===== src/rtl/fetch_stage.sv =====
// Instruction-fetch stage with IF/ID register, skid buffer, flush/redirect and HLT detection.
// Optional stall-cycle counter on perf_cnt when FETCH_PERF_CNT_EN is defined.
module fetch_stage #(
  parameter logic [15:0] RESET_PC   = 16'h0000,
  parameter logic [15:0] NOP_INSTR  = 16'h0000,
  parameter logic [3:0]  HLT_OPCODE = 4'hF
) (
  input  logic        clk,
  input  logic        rst,
  input  logic        stall,
  input  logic        flush,
  input  logic [15:0] pc_branch,
  output logic        imem_req,
  output logic [15:0] imem_addr,
  input  logic [15:0] imem_rdata,
  input  logic        imem_valid,
  output logic [15:0] instr_out,
  output logic [15:0] pc_out,
  output logic        valid_out,
  output logic        halted
`ifdef FETCH_PERF_CNT_EN
  ,
  output logic [15:0] perf_cnt
`endif
);

  typedef enum logic [1:0] {
    S_FETCH   = 2'd0,
    S_HOLD    = 2'd1,
    S_DISCARD = 2'd2,
    S_HALT    = 2'd3
  } state_t;

  state_t      state;
  logic [15:0] pc;
  logic [15:0] pc_plus2;
  logic [15:0] skid_instr;
  logic [15:0] skid_pc;
  logic        skid_hlt;
  logic        fetched_hlt;

  assign pc_plus2    = pc + 16'd2;
  assign fetched_hlt = (imem_rdata[15:12] == HLT_OPCODE);
  assign imem_req    = (state == S_FETCH) && !rst;
  assign imem_addr   = pc;

  // PC, state, skid buffer and IF/ID register; priority rst > flush > stall > normal
  always_ff @(posedge clk) begin
    if (rst) begin
      state      <= S_FETCH;
      pc         <= RESET_PC;
      instr_out  <= NOP_INSTR;
      pc_out     <= 16'h0000;
      valid_out  <= 1'b0;
      halted     <= 1'b0;
      skid_instr <= NOP_INSTR;
      skid_pc    <= 16'h0000;
      skid_hlt   <= 1'b0;
    end else if (flush) begin
      pc         <= pc_branch;
      instr_out  <= NOP_INSTR;
      valid_out  <= 1'b0;
      halted     <= 1'b0;
      skid_instr <= NOP_INSTR;
      skid_pc    <= 16'h0000;
      skid_hlt   <= 1'b0;
      // A word still in flight must be swallowed before fetching from the new target
      if (((state == S_FETCH) || (state == S_DISCARD)) && !imem_valid) begin
        state <= S_DISCARD;
      end else begin
        state <= S_FETCH;
      end
    end else begin
      case (state)
        S_FETCH: begin
          if (imem_valid) begin
            if (stall) begin
              skid_instr <= imem_rdata;
              skid_pc    <= pc_plus2;
              skid_hlt   <= fetched_hlt;
              state      <= S_HOLD;
            end else begin
              instr_out <= imem_rdata;
              pc_out    <= pc_plus2;
              valid_out <= 1'b1;
              if (fetched_hlt) begin
                state  <= S_HALT;
                halted <= 1'b1;
              end else begin
                state <= S_FETCH;
              end
            end
            if (!fetched_hlt) begin
              pc <= pc_plus2;
            end
          end else if (!stall) begin
            instr_out <= NOP_INSTR;
            valid_out <= 1'b0;
          end
        end
        S_HOLD: begin
          if (!stall) begin
            instr_out <= skid_instr;
            pc_out    <= skid_pc;
            valid_out <= 1'b1;
            if (skid_hlt) begin
              state  <= S_HALT;
              halted <= 1'b1;
            end else begin
              state <= S_FETCH;
            end
          end
        end
        S_DISCARD: begin
          if (imem_valid) begin
            state <= S_FETCH;
          end
        end
        S_HALT: begin
          if (!stall) begin
            instr_out <= NOP_INSTR;
            valid_out <= 1'b0;
          end
        end
        default: begin
          state <= S_FETCH;
        end
      endcase
    end
  end

`ifdef FETCH_PERF_CNT_EN
  // Saturating count of cycles in which fetch makes no forward progress
  always_ff @(posedge clk) begin
    if (rst) begin
      perf_cnt <= 16'h0000;
    end else if ((stall || ((state == S_FETCH) && !imem_valid) || (state == S_DISCARD))
                 && (perf_cnt != 16'hFFFF)) begin
      perf_cnt <= perf_cnt + 16'd1;
    end
  end
`endif

endmodule

===== config.mk =====
export PLATFORM = sky130hd
export DESIGN_NAME = fetch_stage
export DESIGN_NICKNAME = d
export VERILOG_FILES = /design/src/rtl/fetch_stage.sv
export SDC_FILE = /design/constraint.sdc
export NUM_CORES = 1
export LEC_CHECK = 0
export BUFFER_PORTS_ARGS = -buffer_cell sky130_fd_sc_hd__buf_2
export CORE_MARGIN = 1
export CORE_UTILIZATION = 45
export DETAILED_ROUTE_END_ITERATION = 7
export HOLD_SLACK_MARGIN = 0.03
export PLACE_DENSITY = 0.65
export SYNTH_ARGS = -nofsm -noshare
export SYNTH_HDL_FRONTEND = slang
export SYNTH_SLANG_ARGS = --single-unit

===== constraint.sdc =====
create_clock -name clk -period 6.7 [get_ports clk]
set_input_delay 0.67 -clock clk [delete_from_list [all_inputs] [get_ports clk]]
set_output_delay 0.67 -clock clk [all_outputs]
set_load 0.01 [all_outputs]

==> results.md <==
* Status: complete, no violations
* # Post-CTS Setup Buffers at 0
* Row Count at 34
* Asr flop ratio synth at 0
* CP Buf/Inv Count at 2
* WL/cell at approximately 16 µm
* Mapped cell area at 4040 µm²
* Area Growth Syn to Fin at 16.4%
* Core area at 8720 µm²
* Final HPWL DP at 7.10 mm
* R2R Path Start: state[1]
* Period minus WS final at 2.83 ns
* Startpoint types: register
* Power Density at 247 nW/µm²
* Syn. warnings at 0
* Final worst setup slack at 3.87 ns
* Worst hold slack at around 0.46 ns
* Fillers at between 800 and 900
* Hold buffer count at CTS at 0
* Max incr delay on CP at between 0.7 and 0.8 ns
* Worst r2r path cells at 7
* Clock-pin slew on the worst setup and hold paths at 0.08 ns
* Worst-skew pair later-pin latency at 0.36 ns
* Final setup viols at 0
* IO Pins at 88
* Total GRT Usage at 0.236
* Met1 usage at 0.326
* # clock sinks at 85
* PortBufs at 87
* VDD IR max at 0.000105 V
* Post-CTS sizing at 0
* Slew Limit Fails at 0
* Worst Hold Class: register to register
* Die Y at around 97 µm
* Initial antenna violation count at 0
* CP arrival at 3.12 ns
* Critical path endpoint: pc_out[4]
* DRT iter0 DRCs at 239
* Crit-path leading delay family: simple AND/OR/NAND/NOR gates
* Syn Nets at 540
* Met2 Use GR at 0.366
* Crit path from: state[1]
* Final period utilization at 0.422
* Root buf cell: clkbuf_8
* First-pass GRT wire length at 18.1 mm
* Post-synth top flop: dfxtp_1
* Synth unique cells at 56
* Most used routing layer: met2
* Req. time, crit path at 7.00 ns
* RSZ-0062 raised after global routing: false
* Final net count at 605
* Final-report hold violation count at 0
* CTS tree: built
* Overflow after GRT at 0
* Placed instance area at 4510 µm²
* # diodes at 0
* Syn avg cell area at roughly 8.2 µm²
* TritonCTS buffer count at 9
* Fraction of layout cells with a size suffix above 1 at 0.215
* Worst Tran Pin Value at ~1.1 ns
* Setup TNS at 0 ns
* Die W at 96.8 µm
* DR vias at 3935
* Met3 usage at 0.0383
* Post-detailed-route count of antenna-violating nets at 0
* Initial Utilization at 0.464
* DRC viols at 0
* Register area share after synthesis at 0.421
* Critical Path Sink Type: register
* Leakage at 1.85 nW
* Worst Path Max Fanout at 46
* Worst slack at placement at around 4 ns
* Gpl congestion at about 0.81
* Crit path kind: register to register
* Final Util at 0.540
* #FFs+latches synth at 85
* H-tree lvl count at 3
* Final wirelength at between 10 and 15 mm
* Syn Inst Count at 495
* Critical-path top delay cell: or4_1
* Fin Clk Skew at roughly 0.012 ns
* Reg2Reg Setup Slack at 3.87 ns
* Reg2reg end: pc_out[4]
* Clk buf depth at 2
* MaxCap Viol Count at 0
* Crit-path cells: inv_1 -> ha_1 -> buf_4 -> nor2_1 -> or4_1 -> a2111oi_0 -> a31o_2
* Slew headroom at 0.254
* DRT Pass-1 Iters at 5
* Final Instance Area at 4710 µm²
* Vias per std cell at slightly below 6
* Number of global-route vias before repair at 3694
* WP depth at 7
* Number of synthesized flops with an enable pin at 0
* Max Clk Rate at about 350 MHz
* Die area at 9370 µm²
* Largest net degree at the start of global routing at 47
## cells by family (layout without fill, tap and decap cells)
logic type | after synthesis | after routing | synth area share
simple gates | 173 | 173 | 0.201
xor+xnor | 15 | 15 | 0.0325
compound gates | 158 | 158 | 0.258
fa+ha+maj | 8 | 8 | 0.0248
buf+inv | 52 | 121 | 0.0529
flops | 85 | 85 | 0.421
mux | 4 | 4 | 0.00990
## worst min-delay path by stage
stage	from	end	slack, ns	depth (start not counted)
after floorplan	skid_pc[12]	skid_pc[12]	0.43	2
after global placement	skid_pc[12]	skid_pc[12]	0.44	2
after detailed placement	skid_pc[12]	skid_pc[12]	0.45	2
after CTS	skid_pc[12]	skid_pc[12]	0.46	2
after global routing	skid_instr[4]	skid_instr[4]	0.48	2
final	skid_instr[5]	skid_instr[5]	0.46	2
## power breakdown
part | leakage, nW | switching, mW | internal, mW
registers | 0.693 | 0.0255 | 0.532
clock network | 0.101 | 0.185 | 0.190
logic | 1.05 | 0.147 | 0.0832
total | 1.85 | 0.358 | 0.804
## area by class of cell
cell class                 instances  area, µm²  share of cell area
multi-input combinational        358       2140               0.455
sequential                        85       1700               0.362
timing repair buffer              93        480               0.102
clock buffer                      11        151              0.0322
tap                              108        135              0.0287
inverter                          13       48.8              0.0104
clock inverter                     4       47.5              0.0101
## registers in the layout, summed over array words and instances, names as in the netlist, named ones only
register,count
state,2
skid_instr,16
skid_pc,16
pc_out,16
skid_hlt,1
halted,1
imem_addr,16
instr_out,16
## worst reg2reg max path, delay by kind of cell (launching register included)
family	cells	cell delay (ns)
buf+inv	2	0.57
fa+ha+maj	1	0.16
flops	1	0.36
compound gates	2	0.77
simple gates	2	0.92
## layer usage
layer,vias to the layer above,share of wire
met3,15,0.056
met5,-,0
met2,119,0.45
li1,1928,-
met1,1873,0.47
met4,0,0.017
## through the flow
| stage | cells | power, mW |
|---|---|---|
| 6_report | 672 | 1.16 |
| 4_1_cts | 672 | 1.17 |
| 2_1_floorplan | 495 | 0.719 |
| 3_3_place_gp | 657 | 0.794 |
| 3_5_place_dp | 657 | 0.798 |
| 5_1_grt | 672 | 1.22 |
## cell usage in the layout, fill, tap and decap left out, drive strengths merged, types with 4 or more instances in the layout
master,instances
nor4,9
dfxtp,85
mux2i,4
or4,4
nand2b,4
o311ai,6
xor2,6
clkbuf,11
ha,8
o21ai,29
o221ai,4
nor3,17
nor2,39
inv,12
buf,93
a22o,16
nand4,9
a211oi,16
nand3,12
xnor2,9
nand2,70
o21a,5
a21oi,53
## cells in the mapped netlist, drive strengths merged (8+ instances only)
| cell type | n | area (µm²) |
|---|---|---|
| buf | 10 | 56.3 |
| clkbuf | 29 | 109 |
| dfxtp | 85 | 1700 |
| inv | 12 | 45.0 |
| a211oi | 16 | 120 |
| nand2 | 70 | 265 |
| nor3 | 17 | 85.1 |
| nand4 | 9 | 62.6 |
| o21ai | 29 | 145 |
| nand3 | 12 | 72.6 |
| a22o | 16 | 141 |
| ha | 8 | 100 |
| xnor2 | 9 | 78.8 |
| nor4 | 9 | 56.3 |
| a21oi | 53 | 265 |
| nor2 | 39 | 146 |
No activity file was read; power rests on OpenSTA's default activity.
